$ cat src/rtl/lh_pkg.sv
// rtl/lh_pkg.sv - shared constants, types and character check for the light-hash framer
package lh_pkg;

    localparam int          BYTE_W      = 8;
    localparam logic [7:0]  HEAD_BYTE   = 8'hFF;
    localparam logic [7:0]  TAIL_BYTE   = 8'h00;
    localparam logic [7:0]  CHAR_LO_MIN = 8'h20;
    localparam logic [7:0]  CHAR_LO_MAX = 8'h7E;
    localparam logic [7:0]  CHAR_HI_MIN = 8'hA1;
    localparam logic [7:0]  CHAR_HI_MAX = 8'hFE;

    typedef enum logic [1:0] {
        LH_OK       = 2'd0,
        LH_BAD_CHAR = 2'd1,
        LH_OVERFLOW = 2'd2,
        LH_TIMEOUT  = 2'd3
    } lh_err_e;

    typedef enum logic [2:0] {
        LOAD,
        HEAD,
        BODY,
        WAIT_DIG,
        RESULT
    } lh_fr_state_e;

    // 0x00 and 0xFF fall outside both ranges, so the framing bytes can never appear in a body.
    function automatic logic is_valid_char(input logic [7:0] b);
        return ((b >= CHAR_LO_MIN) && (b <= CHAR_LO_MAX)) ||
               ((b >= CHAR_HI_MIN) && (b <= CHAR_HI_MAX));
    endfunction

endpackage

$ cat src/rtl/lh_msg_buffer.sv
// rtl/lh_msg_buffer.sv - message body store with write and read pointers
// Purpose: holds up to MAX_LEN body bytes; synchronous write, combinational read at the read pointer.
// Ports:
//   clk, rst     clock, synchronous active-high reset (clears both pointers)
//   i_clear      clears both pointers for the next message
//   i_wr_en      store i_wr_data at the write pointer and advance it
//   i_rd_en      advance the read pointer
//   o_rd_ptr     current read pointer
//   o_rd_data    byte at the read pointer
module lh_msg_buffer
    import lh_pkg::*;
#(
    parameter int MAX_LEN = 32
) (
    input  logic                      clk,
    input  logic                      rst,
    input  logic                      i_clear,
    input  logic                      i_wr_en,
    input  logic [BYTE_W-1:0]         i_wr_data,
    input  logic                      i_rd_en,
    output logic [$clog2(MAX_LEN):0]  o_rd_ptr,
    output logic [BYTE_W-1:0]         o_rd_data
);

    localparam int AW = $clog2(MAX_LEN);

    logic [BYTE_W-1:0] r_mem [MAX_LEN];
    logic [AW:0]       r_wr_ptr;
    logic [AW:0]       r_rd_ptr;

    // The writer never advances past MAX_LEN, so the low bits always address a real entry.
    always_ff @(posedge clk) begin
        if (i_wr_en) begin
            r_mem[r_wr_ptr[AW-1:0]] <= i_wr_data;
        end
    end

    always_ff @(posedge clk) begin
        if (rst || i_clear) begin
            r_wr_ptr <= '0;
            r_rd_ptr <= '0;
        end else begin
            if (i_wr_en) begin
                r_wr_ptr <= r_wr_ptr + 1'b1;
            end
            if (i_rd_en) begin
                r_rd_ptr <= r_rd_ptr + 1'b1;
            end
        end
    end

    assign o_rd_ptr  = r_rd_ptr;
    assign o_rd_data = r_mem[r_rd_ptr[AW-1:0]];

endmodule

$ cat src/rtl/lh_msg_framer.sv
// rtl/lh_msg_framer.sv - transmit framer between the host byte stream and the light-hash core
// Purpose: buffers one host message, checks its characters, frames it as FF, body, 00 toward the
// core, then presents the captured digest or an error on a valid/ready result port.
// Ports:
//   clk, rst                   clock, synchronous active-high reset
//   in_byte/in_valid/in_last   host byte stream; in_ready accepts it (only while loading)
//   message_byte/message_valid byte and start-of-message strobe to the core
//   digest/digest_ready        digest returned by the core
//   err_invalid_message_byte   core rejected the byte currently being sent
//   result_digest/result_err   captured result (digest forced to 0 on any error)
//   result_valid/result_ready  result handshake; result held until taken
module lh_msg_framer
    import lh_pkg::*;
#(
    parameter int MAX_LEN        = 32,
    parameter int DIGEST_TIMEOUT = 16
) (
    input  logic        clk,
    input  logic        rst,
    input  logic [7:0]  in_byte,
    input  logic        in_valid,
    input  logic        in_last,
    output logic        in_ready,
    output logic [7:0]  message_byte,
    output logic        message_valid,
    input  logic [63:0] digest,
    input  logic        digest_ready,
    input  logic        err_invalid_message_byte,
    output logic [63:0] result_digest,
    output logic [1:0]  result_err,
    output logic        result_valid,
    input  logic        result_ready
);

    localparam int LW = $clog2(MAX_LEN) + 1;
    localparam int TW = $clog2(DIGEST_TIMEOUT + 1);

    lh_fr_state_e  r_state;
    lh_fr_state_e  w_state_nxt;
    logic [LW-1:0] r_len;
    logic          r_bad;
    logic          r_ovf;
    logic [TW-1:0] r_timer;
    logic [63:0]   r_result_digest;
    lh_err_e       r_result_err;

    logic          w_hs;
    logic          w_char_ok;
    logic          w_room;
    logic          w_wr_en;
    logic          w_rd_en;
    logic          w_clear;
    logic          w_bad_nxt;
    logic          w_ovf_nxt;
    logic          w_cap;
    lh_err_e       w_cap_err;
    logic [63:0]   w_cap_digest;
    logic [LW-1:0] w_rd_ptr;
    logic [7:0]    w_rd_data;

    assign w_hs      = in_valid && (r_state == LOAD);
    assign w_char_ok = is_valid_char(in_byte);
    assign w_room    = r_len < LW'(MAX_LEN);
    assign w_wr_en   = w_hs && w_char_ok && w_room;
    // Flags include the byte being handshaked so the in_last byte itself can poison the message.
    assign w_bad_nxt = r_bad || (w_hs && !w_char_ok);
    assign w_ovf_nxt = r_ovf || (w_hs && !w_room);
    assign w_rd_en   = (r_state == BODY);
    assign w_clear   = (r_state == RESULT) && result_ready;

    lh_msg_buffer #(
        .MAX_LEN (MAX_LEN)
    ) u_buf (
        .clk       (clk),
        .rst       (rst),
        .i_clear   (w_clear),
        .i_wr_en   (w_wr_en),
        .i_wr_data (in_byte),
        .i_rd_en   (w_rd_en),
        .o_rd_ptr  (w_rd_ptr),
        .o_rd_data (w_rd_data)
    );

    // Outputs decode only registered state, so nothing from digest_ready reaches them combinationally.
    always_comb begin
        w_state_nxt   = r_state;
        w_cap         = 1'b0;
        w_cap_err     = LH_OK;
        w_cap_digest  = '0;
        message_byte  = HEAD_BYTE;
        message_valid = 1'b0;
        in_ready      = 1'b0;
        result_valid  = 1'b0;
        case (r_state)
            LOAD: begin
                in_ready = 1'b1;
                if (w_hs && in_last) begin
                    if (w_bad_nxt) begin
                        w_state_nxt = RESULT;
                        w_cap       = 1'b1;
                        w_cap_err   = LH_BAD_CHAR;
                    end else if (w_ovf_nxt) begin
                        w_state_nxt = RESULT;
                        w_cap       = 1'b1;
                        w_cap_err   = LH_OVERFLOW;
                    end else begin
                        w_state_nxt = HEAD;
                    end
                end
            end
            HEAD: begin
                message_valid = 1'b1;
                w_state_nxt   = BODY;
            end
            BODY: begin
                message_byte = w_rd_data;
                if (err_invalid_message_byte) begin
                    w_state_nxt = RESULT;
                    w_cap       = 1'b1;
                    w_cap_err   = LH_BAD_CHAR;
                end else if (w_rd_ptr == r_len - LW'(1)) begin
                    w_state_nxt = WAIT_DIG;
                end
            end
            WAIT_DIG: begin
                message_byte = TAIL_BYTE;
                // digest_ready is tested first so it wins over a simultaneous timeout.
                if (digest_ready) begin
                    w_state_nxt  = RESULT;
                    w_cap        = 1'b1;
                    w_cap_err    = LH_OK;
                    w_cap_digest = digest;
                end else if (r_timer == TW'(DIGEST_TIMEOUT - 1)) begin
                    w_state_nxt = RESULT;
                    w_cap       = 1'b1;
                    w_cap_err   = LH_TIMEOUT;
                end
            end
            RESULT: begin
                result_valid = 1'b1;
                if (result_ready) begin
                    w_state_nxt = LOAD;
                end
            end
            default: begin
                w_state_nxt = LOAD;
            end
        endcase
    end

    always_ff @(posedge clk) begin
        if (rst) begin
            r_state         <= LOAD;
            r_len           <= '0;
            r_bad           <= 1'b0;
            r_ovf           <= 1'b0;
            r_timer         <= '0;
            r_result_digest <= '0;
            r_result_err    <= LH_OK;
        end else begin
            r_state <= w_state_nxt;
            if (w_clear) begin
                r_len <= '0;
                r_bad <= 1'b0;
                r_ovf <= 1'b0;
            end else begin
                if (w_wr_en) begin
                    r_len <= r_len + LW'(1);
                end
                if (w_hs) begin
                    r_bad <= w_bad_nxt;
                    r_ovf <= w_ovf_nxt;
                end
            end
            if (r_state == WAIT_DIG) begin
                r_timer <= r_timer + TW'(1);
            end else begin
                r_timer <= '0;
            end
            if (w_cap) begin
                r_result_digest <= w_cap_digest;
                r_result_err    <= w_cap_err;
            end
        end
    end

    assign result_digest = r_result_digest;
    assign result_err    = r_result_err;

endmodule

$ cat config.mk
export PLATFORM = sky130hd
export DESIGN_NAME = lh_msg_framer
export DESIGN_NICKNAME = d
export VERILOG_FILES = /design/src/rtl/lh_pkg.sv /design/src/rtl/lh_msg_buffer.sv /design/src/rtl/lh_msg_framer.sv
export SDC_FILE = /design/constraint.sdc
export NUM_CORES = 1
export LEC_CHECK = 0
export BUFFER_PORTS_ARGS = -buffer_cell sky130_fd_sc_hd__buf_2
export CAP_MARGIN = 0
export CORE_MARGIN = 2
export CORE_UTILIZATION = 40
export CTS_CLUSTER_DIAMETER = 120
export DETAILED_ROUTE_END_ITERATION = 6
export HOLD_SLACK_MARGIN = 0.03
export PLACE_DENSITY_LB_ADDON = 0.15
export SYNTH_ARGS = -nofsm -noshare
export SYNTH_HDL_FRONTEND = slang
export SYNTH_SLANG_ARGS = --single-unit
$ cat constraint.sdc
create_clock -name clk -period 4.5 [get_ports clk]
set_input_delay 0.675 -clock clk [delete_from_list [all_inputs] [get_ports clk]]
set_output_delay 0.675 -clock clk [all_outputs]
set_load 0.02 [all_outputs]
## After elaboration in Yosys (flattened, before gate mapping)

Memory sizes are Yosys's and may differ from the RTL's. A register that Yosys moved wholly into a read port is not among the register bits.
Cells that the tools add are included.

| storage, ports and cells | value |
|---|---|
| flip-flop bits (word level) | 94 |
| RAM bits | 256 |
| input port bits | 79 |
| output and inout port bits | 77 |
| memories | 1 |
| logic and storage cells | 83 |

Memories:

| name | words | width | rd ports | clocked after memory_dff | write ports | RTL line | RTL |
|---|---|---|---|---|---|---|---|
| u_buf.r_mem | 32 | 8 | 1 | 1 | 1 | lh_msg_buffer.sv:27 | `logic [BYTE_W-1:0] r_mem [MAX_LEN];` |

| cells by class | value |
|---|---|
| $add $sub $neg | 5 |
| muxes and demuxes | 33 |
| reductions and logical operators | 19 |
| order comparisons | 5 |
| bitwise operators | 1 |
| equality and inequality tests | 10 |

Operators with widths:

| kind | count |
|---|---|
| 64-bit 2-to-1 mux | 2 |
| 3-bit 2-to-1 mux | 8 |
| 6-bit by 1-bit adder with 6-bit output (second input constant) | 3 |
| 8-bit case mux with 2 select lines | 1 |
| 3-bit case mux with 5 select lines | 1 |
| 1-bit 2-to-1 mux | 12 |
| 2-bit 2-to-1 mux | 5 |
| 5-bit 2-to-1 mux | 2 |
| 1-bit logical AND | 9 |
| 8-bit by 6-bit >= comparator with 1-bit output (second input constant) | 1 |
| 8-bit >= comparator (second input constant) | 1 |
| 8-bit by 7-bit <= comparator with 1-bit output (second input constant) | 1 |
| 8-bit <= comparator (second input constant) | 1 |
| 3-bit by 2-bit equality test with 1-bit output (second input constant) | 2 |
| 6-bit equality test | 1 |
| 6-bit less-than comparator (second input constant) | 1 |
| 3-bit != test (second input constant) | 2 |
| 2-bit case mux with 3 select lines | 1 |
| 6-bit by 1-bit subtractor with 6-bit output (second input constant) | 1 |
| 5-bit by 1-bit adder with 5-bit output (second input constant) | 1 |
| 5-bit by 4-bit equality test with 1-bit output (second input constant) | 1 |
| 1-bit logical OR | 4 |
| 4-bit AND reduction | 1 |
| 2-bit OR reduction | 2 |
| other kinds (8) | 9 |

## Logic depth before layout (Yosys ltp)

Gate-level depths: netlist of run 1.

| depth | value |
|---|---|
| depth in word-level cells | 9 |
| mapped depth | 8 |
| gate-level depth less buffers | 7 |

## By module

From an unflattened synthesis of run 1, not the netlist that was laid out.

| unflattened totals | value |
|---|---|
| cells, all modules | 764 |
| area, all modules | 13564.3 µm² |

Modules (own cells, without submodules):

| module | times used | area an instance (µm²) | seq. area each (µm²) | cells each |
|---|---|---|---|---|
| lh_msg_buffer | 1 | 10471.3 | 8007.7 | 467 |
| lh_msg_framer | 1 | 3093.0 | 1641.6 | 297 |

## Worst setup path before layout of run 1

No wires, ideal clock.

| timing path | value |
|---|---|
| path kind | input to register |
| start point | input in_valid |
| end point | memory u_buf.r_mem[13][0] (enable) |
| arrival time | 2.349 ns |
| data required time | 4.117 ns |
| path buffers | 1 |
| stages | 6 |
| setup time | 0.383 ns |
| slack | 1.768 ns |
| cells stage by stage | or4b_4 -> nor2_2 -> a21boi_2 -> buf_6 -> nand2_4 -> nor3_1 |

| on the way | value |
|---|---|
| word-level cells in the longest chain between the ends | 5 |

Ends and longest elaborated chain:

| what | RTL line | RTL |
|---|---|---|
| start, declared | lh_msg_framer.sv:21 | `input logic in_valid,` |
| 1-bit logical AND | lh_msg_framer.sv:61 | `assign w_hs = in_valid && (r_state == LOAD);` |
| 1-bit logical AND (2 in series) | lh_msg_framer.sv:64 | `assign w_wr_en = w_hs && w_char_ok && w_room;` |
| 1-bit 2-to-1 mux | lh_msg_buffer.sv:33 | `if (i_wr_en) begin` |
| 1-bit 2-to-1 mux (not written as such) | lh_msg_buffer.sv:34 | `r_mem[r_wr_ptr[AW-1:0]] <= i_wr_data;` |
| end, declared | lh_msg_buffer.sv:27 |  |

Every way passes these cells.

==> results.py, run 1 <==
metrics = {
    "run_status": {
        "status": "complete, no violations",
    },
    "logic_synthesis": {
        "synth_top_family_by_area": "compound AO/OA/AOI/OAI gates",
        "synth_area_leaders": "edfxtp_1 (56%), dfxtp_1 (14%), mux4_2 (5.9%)",
        "synth_xor_area_share_pct": 1.02,
        "synth.top_cell.area_share_pct": 55.9,
        "synth_most_common_cell": "edfxtp_1",
        "synth-main-ff-cell": "edfxtp_1",
        "yosys.area_share.simple_pct": 6.30,
        "synth_cell_types": 62,
        "syn_inst": 880,
        "synth_edf_count": 256,
        "synthMuxAreaShare_pct": 9.72,
        "synth.yosys.seq_area_share_pct": 70.1,
        "synth_fa_ha_area_share_pct": 0.818,
        "syn-num-nets": 968,
        "async_reset_ff_share_pct": 0,
        "ys_seq_elements": 354,
        "synth_common_cells": "edfxtp_1 (256), dfxtp_1 (98), a22o_1 (67)",
        "syn_area_mm2": 0.0138,
        "yosys.area.top_type": "edfxtp_1",
        "synth_warnings": 0,
        "syn_avg_cell_area_um2": 15.6,
        "synth-compound-area-share_pct": 10.0,
    },
    "worst_setup_path": {
        "critPathArrivalTime_ns": 3.15,
        "critPathLaunchType": "register",
        "end_kind": "output port",
        "critPathKind": "reg2out",
        "required_ns": 3.83,
        "crit_fanout": 20,
        "reg2regPathDepth": 5,
    },
    "die": {
        "die_area_mm2": 0.0359,
        "die_w_um": 189,
        "fp.dieH_um": 189,
        "coreArea_mm2": 0.0337,
        "rows": 67,
        "start_util_pct": 40.8,
        "io_pins": 156,
    },
    "cells_and_area": {
        "layout.nets": 1143,
        "fin_area_mm2": 0.0164,
        "fin_util_pct": 48.6,
        "drive_above_1_share_pct": 27.1,
        "area_growth_pct": 19.0,
    },
    "pwr": {
        "p_total_mw": 6.96,
        "p_leak_nw": 5.69,
        "irDropWorstVdd_uv": 259,
        "power_density_mw_per_mm2": 425,
    },
    "global_routing": {
        "grt_pass1_vias": 8339,
        "antenna_found_initial": 1,
        "grt_pass1_wl_um": 50900,
        "grt_max_degree": 65,
        "grt_overflow": 0,
        "grtUsageTotal_pct": 18.9,
    },
    "placement": {
        "detailedPlace.worstSlack_ns": 0.834,
        "placed_cell_area_mm2": 0.0151,
        "hpwl_um": 22300,
        "portBuffers": 155,
        "gp_congestion": 0.836,
    },
    "drt": {
        "vias_per_cell": 5.43,
        "first_pass_iters": 5,
        "drtIter0Drc": 740,
        "drc_errors": 0,
        "wl_per_cell_um": 22.0,
        "vias": 8322,
        "wirelength_um": 33800,
        "drtAntennaViolNets": 0,
    },
    "clock_tree": {
        "cts.sinks": 354,
        "cts_tree": "built",
        "clk_pin_slew_ns": 0.06,
        "cts_resized": 0,
        "cts.hold.buffers_added": 0,
        "cts_root_buffer": "clkbuf_16",
        "cts_buffers": 38,
        "clockBufferDepth": 3,
        "htreeDepth": 2,
        "post_cts_buffers": 0,
        "clk-insertion-delay-late_ns": 0.53,
    },
    "timing": {
        "tns_ns": 0,
        "hold_viol": 0,
        "worst_pin_slew_ns": 0.953,
        "setup_viol": 0,
        "period_share_pct": 85.0,
        "finalClockSkew_ns": 0.0113,
        "slew_violations": 0,
        "finalWorstSetupSlack_ns": 0.675,
        "slew-limit-headroom_pct": 36.4,
        "rsz0062_at_grt": "false",
        "max_freq_mhz": 261,
        "fin_crit_ns": 3.82,
    },
    "min_path": {
        "min_path_cells": 2,
        "hp-class": "in2reg",
    },
    "run": {
        "drv_cap": 0,
    },
}
==> kinds of logic (layout without fill, tap and decap cells) <==
family	Yosys count	after routing
buffers and inverters	59	263
xor gates and xnor gates	16	16
adders and majority gates	9	9
DFF	354	354
AOI/OAI and AO/OA	182	182
and+or+nand+nor	172	172
other	0	1
muxes	88	88
==> layout make-up <==
type | count | area [um2]
well taps | 448 | 561
repair buffers | 184 | 1020
flip-flops and latches | 354 | 9650
clock buffers | 58 | 1120
fillers | 2947 | 17300
clock inverters | 11 | 134
inverters | 10 | 37.5
diodes | 1 | 2.50
multi-input cells | 467 | 3840
==> registers in the layout, indices dropped and copies added (netlist names), named ones only <==
signal and flops:
u_buf.r_mem 256, result_err 2, r_len 6, u_buf.o_rd_ptr 6, result_digest 64, r_bad 1, r_state 3, r_ovf 1
r_timer 5, u_buf.r_wr_ptr 5
==> cell usage in the layout (no fill, tap or decap), drive strengths merged, types with 10 or more instances in the layout <==
| master | count |
|---|---|
| dfxtp | 98 |
| xnor2 | 10 |
| edfxtp | 256 |
| o21ai | 19 |
| buf | 184 |
| inv | 10 |
| mux4 | 36 |
| mux2i | 47 |
| a21oi | 25 |
| nand2 | 23 |
| nand3 | 10 |
| a22o | 67 |
| nor3 | 20 |
| nor2 | 62 |
| nor2b | 17 |
| clkbuf | 58 |
==> power breakdown <==
part	total (mW)	switching, mW	internal [mW]
Combinational	0.300	0.192	0.108
Sequential	3.53	0.0214	3.51
Clock	3.13	1.23	1.90
==> per-layer routing <==
| metal | track usage [%] | part of all wire, % | vias up |
|---|---|---|---|
| li1 | - | - | 3820 |
| met1 | 26.5 | 44 | 4102 |
| met2 | 29.3 | 45 | 347 |
| met3 | 5.38 | 8.9 | 53 |
| met4 | 4.44 | 1.9 | 0 |
| met5 | 0 | 0 | - |
==> worst max-delay path, stage by stage (launching register included) <==
cell and delay, ns:
dfxtp_1 0.94, nand3_1 0.42, a2111oi_0 0.52, a311oi_1 0.18, o211ai_1 0.20, a21oi_1 0.14
buf_2 0.22
==> final timing paths <==
path	from	endpoint	slack, ns
hold / removal	digest[20]	result_digest[20]$_SDFFE_PP0P_	0.37
setup / recovery	register	message_byte[2]	0.68
hold reg to reg	r_timer[0]$_SDFF_PP0_	r_timer[0]$_SDFF_PP0_	0.45
setup reg to reg	r_state[1]$_SDFFE_PP0P_	u_buf.r_mem[8][6]$_DFFE_PP_	1.14
==> stage by stage <==
stage / hold WS, ns / instances
after floorplan: 0.418 / 880
after global placement: 0.434 / 1463
after detailed placement: 0.438 / 1463
after CTS: 0.343 / 1532
after global routing: 0.348 / 1532
final: 0.365 / 1533
(Power assumes the default switching activity.)
==> inputs of run 2 (changes only) <==
--- a/config.mk
+++ b/config.mk
@@ -5,6 +5,7 @@
 export SDC_FILE = /design/constraint.sdc
 export NUM_CORES = 1
 export LEC_CHECK = 0
+export ABC_AREA = 1
 export BUFFER_PORTS_ARGS = -buffer_cell sky130_fd_sc_hd__buf_2
 export CAP_MARGIN = 0
 export CORE_MARGIN = 2
==> constraint.sdc (replaced) <==
create_clock -name clk -period 3.98 [get_ports clk]
set_input_delay 0.597 -clock clk [delete_from_list [all_inputs] [get_ports clk]]
set_output_delay 0.597 -clock clk [all_outputs]
set_load 0.02 [all_outputs]
==> run 2 against run 1 <==
  * Final cell count is 34% higher
  * Synthesized cell count rose by 58%
  * First-iteration DRC count up 22%
  * Die area grew 4.5%
  * Synthesized area up 4.6%
  * Clock power grew 11%
  * Clock skew grew 0.0046 ns
  * Register-to-register slack improved by 0.50 ns
  * Critical path type unchanged
==> results.py, run 2 <==
metrics = {
    "run_status": {
        "status": "complete, no violations",
    },
    "timing": {
        "tns_ns": 0,
        "finalClockSkew_ns": 0.0159,
        "worst_pin_slew_ns": 0.719,
        "fin_crit_ns": 3.47,
        "slew_violations": 0,
        "max_freq_mhz": 288,
        "setup_viol": 0,
        "hold-worst-slack_ns": 0.329,
        "period_share_pct": 87.2,
        "slew-limit-headroom_pct": 52.1,
        "hold_viol": 0,
        "rsz0062_at_grt": "false",
    },
    "placement": {
        "portBuffers": 155,
        "gp_congestion": 0.819,
        "hpwl_um": 25200,
    },
    "die": {
        "die_w_um": 194,
        "die_area_mm2": 0.0375,
        "start_util_pct": 40.6,
        "fp.dieH_um": 194,
        "rows": 69,
        "coreArea_mm2": 0.0355,
        "io_pins": 156,
    },
    "pwr": {
        "p_leak_nw": 6.38,
        "clkPwrFrac_pct": 35.9,
        "pwr-share-seq_pct": 43.1,
        "irDropWorstVdd_uv": 321,
        "p_switching_mw": 3.00,
        "swShare_pct": 31.0,
        "p_int_mw": 6.66,
        "power_density_mw_per_mm2": 566,
        "p_comb_share_pct": 21.1,
    },
    "logic_synthesis": {
        "yosys.area.top_type": "edfxtp_1",
        "syn_avg_cell_area_um2": 10.3,
        "synth_edf_count": 256,
        "ys_seq_elements": 354,
        "synth_top_family_by_area": "simple AND/OR/NAND/NOR gates",
        "syn_inst": 1392,
        "syn-num-nets": 1480,
        "synth-main-ff-cell": "edfxtp_1",
        "synth.top_cell.area_share_pct": 53.4,
        "synth_cell_types": 33,
        "async_reset_ff_share_pct": 0,
        "synth-compound-area-share_pct": 9.22,
        "synth_fa_ha_area_share_pct": 0.782,
        "synthMuxAreaShare_pct": 0,
        "synth_xor_area_share_pct": 0.304,
        "synth_common_cells": "nand2_1 (302), edfxtp_1 (256), nand3_1 (168)",
        "synth_most_common_cell": "nand2_1",
        "yosys.area_share.simple_pct": 18.6,
        "syn_area_mm2": 0.0144,
        "synth_warnings": 0,
        "synth_area_leaders": "edfxtp_1 (53%), dfxtp_1 (14%), nand2_1 (7.9%)",
        "synth.yosys.seq_area_share_pct": 67.0,
    },
    "worst_setup_path": {
        "path_cells": "clkinv_2, buf_12, o21ai_0, o211ai_1, nand3_1, nand3_1, nand3_1, nand2_1, buf_2",
        "critPathKind": "reg2out",
        "crit_fanout": 128,
        "crit_top_cell": "nand3_1",
        "critPathArrivalTime_ns": 2.88,
        "critPathLaunchType": "register",
        "path_delay_family": "flip-flops",
        "r2r_end": "u_buf.r_mem[3][7]$_DFFE_PP_",
        "critPathMaxStageDelay_ns": 0.58,
        "crit_slowest_cell": "dfxtp_4",
        "reg2regPathDepth": 9,
        "cp.buffers_inverters": 3,
        "reg2reg_slack_ns": 1.64,
        "reg2reg_from": "r_state[0]$_SDFFE_PP0P_",
        "required_ns": 3.38,
        "end_kind": "output port",
    },
    "clock_tree": {
        "cts_root_buffer": "clkbuf_16",
        "cts.sinks": 354,
        "htreeDepth": 2,
        "cts_resized": 0,
        "clockBufferDepth": 3,
        "clk_pin_slew_ns": 0.06,
        "post_cts_buffers": 0,
        "cts.hold.buffers_added": 0,
        "cts_tree": "built",
        "cts_buffers": 39,
        "clk-insertion-delay-late_ns": 0.54,
    },
    "drt": {
        "drtAntennaViolNets": 0,
        "wl_per_cell_um": 19.6,
        "first_pass_iters": 6,
        "wirelength_um": 40300,
        "drtIter0Drc": 906,
        "drc_errors": 0,
        "vias_per_cell": 5.19,
        "vias": 10700,
    },
    "cells_and_area": {
        "final_common_cell": "nand2_1",
        "largest_reg_flops": 256,
        "seqCellArea_mm2": 0.00965,
        "drive_above_1_share_pct": 17.6,
        "layout.nets": 1653,
        "num-fill-cells": 3301,
        "mostFrequentLayoutCells": "nand2_1 (302), edfxtp_1 (256), nand3_1 (168)",
        "area_growth_pct": 18.6,
        "multi_input_area_mm2": 0.00417,
    },
    "global_routing": {
        "antenna_found_initial": 3,
        "grt_pass1_vias": 10400,
        "grt_max_degree": 129,
        "grt_pass1_wl_um": 61800,
        "grtUsageTotal_pct": 21.3,
        "grt_overflow": 0,
    },
    "min_path": {
        "hold-path-endpoint": "result_digest[12]$_SDFFE_PP0P_",
        "hp-start": "digest[12]",
        "hp-class": "in2reg",
        "min_path_cells": 3,
    },
    "run": {
        "drv_cap": 0,
    },
}
## run 2: worst reg2reg max path, cell delays in order (launching register included)
cell     delay (ns)
dfxtp_1        0.35
nor2_2         0.18
nand2_2        0.10
nor2_2         0.19
nand3_1        0.13
buf_4          0.19
nor2_1         0.20
inv_1          0.31
nor2_1         0.19
buf_4          0.20
## run 2: worst max-delay path by stage
stage          cells after the start      from              end
2_1_floorplan                     11  register  message_byte[3]
3_3_place_gp                       9  register  message_byte[5]
3_5_place_dp                      11  register  message_byte[5]
4_1_cts                           11  register  message_byte[7]
5_1_grt                            9  register  message_byte[1]
6_report                           9  register  message_byte[2]
## run 2: routing by layer
layer  vias to the layer above  wire length (um)  GRT usage [%]
li1                       5187                 -              -
met1                      5114             17800           29.3
met2                       302             19300           34.6
met3                        67              2070           3.24
met4                         0              1090           7.18
met5                         -                 0              0
## run 2: power by group through the flow
stage	clock network [mW]	logic, mW	registers, mW
6_report	3.47	2.03	4.16
3_3_place_gp	0	2.06	4.23
3_5_place_dp	0	2.05	4.24
4_1_cts	3.54	2.05	4.16
2_1_floorplan	0	1.33	4.20
5_1_grt	3.68	2.26	4.18
## run 2: per-stage QoR
step	util, %	instance area, um2	cells	power [mW]	setup slack (ns)
floorplan	-	14400	1392	5.54	1.93
global placement	44.7	15900	1985	6.29	1.08
detailed placement	44.7	15900	1985	6.29	1.12
CTS	48.1	17100	2053	9.76	0.559
global route	48.1	17100	2055	10.1	0.393
finish	48.1	17100	2055	9.66	0.508
## run 2: cells by family after synthesis
family / Yosys count
and+or+nand+nor: 644
DFF: 354
AOI/OAI and AO/OA: 244
buffers and inverters: 136
adders and majority gates: 9
xor gates and xnor gates: 5
## run 2: layout make-up
class | instances | share of cell area [%]
Sequential cell | 354 | 56.5
Multi-Input combinational cell | 902 | 24.4
Timing Repair Buffer | 216 | 7.44
Clock buffer | 53 | 6.39
Tap cell | 461 | 3.38
Inverter | 52 | 1.15
Clock inverter | 15 | 0.689
Antenna cell | 2 | 0.0293
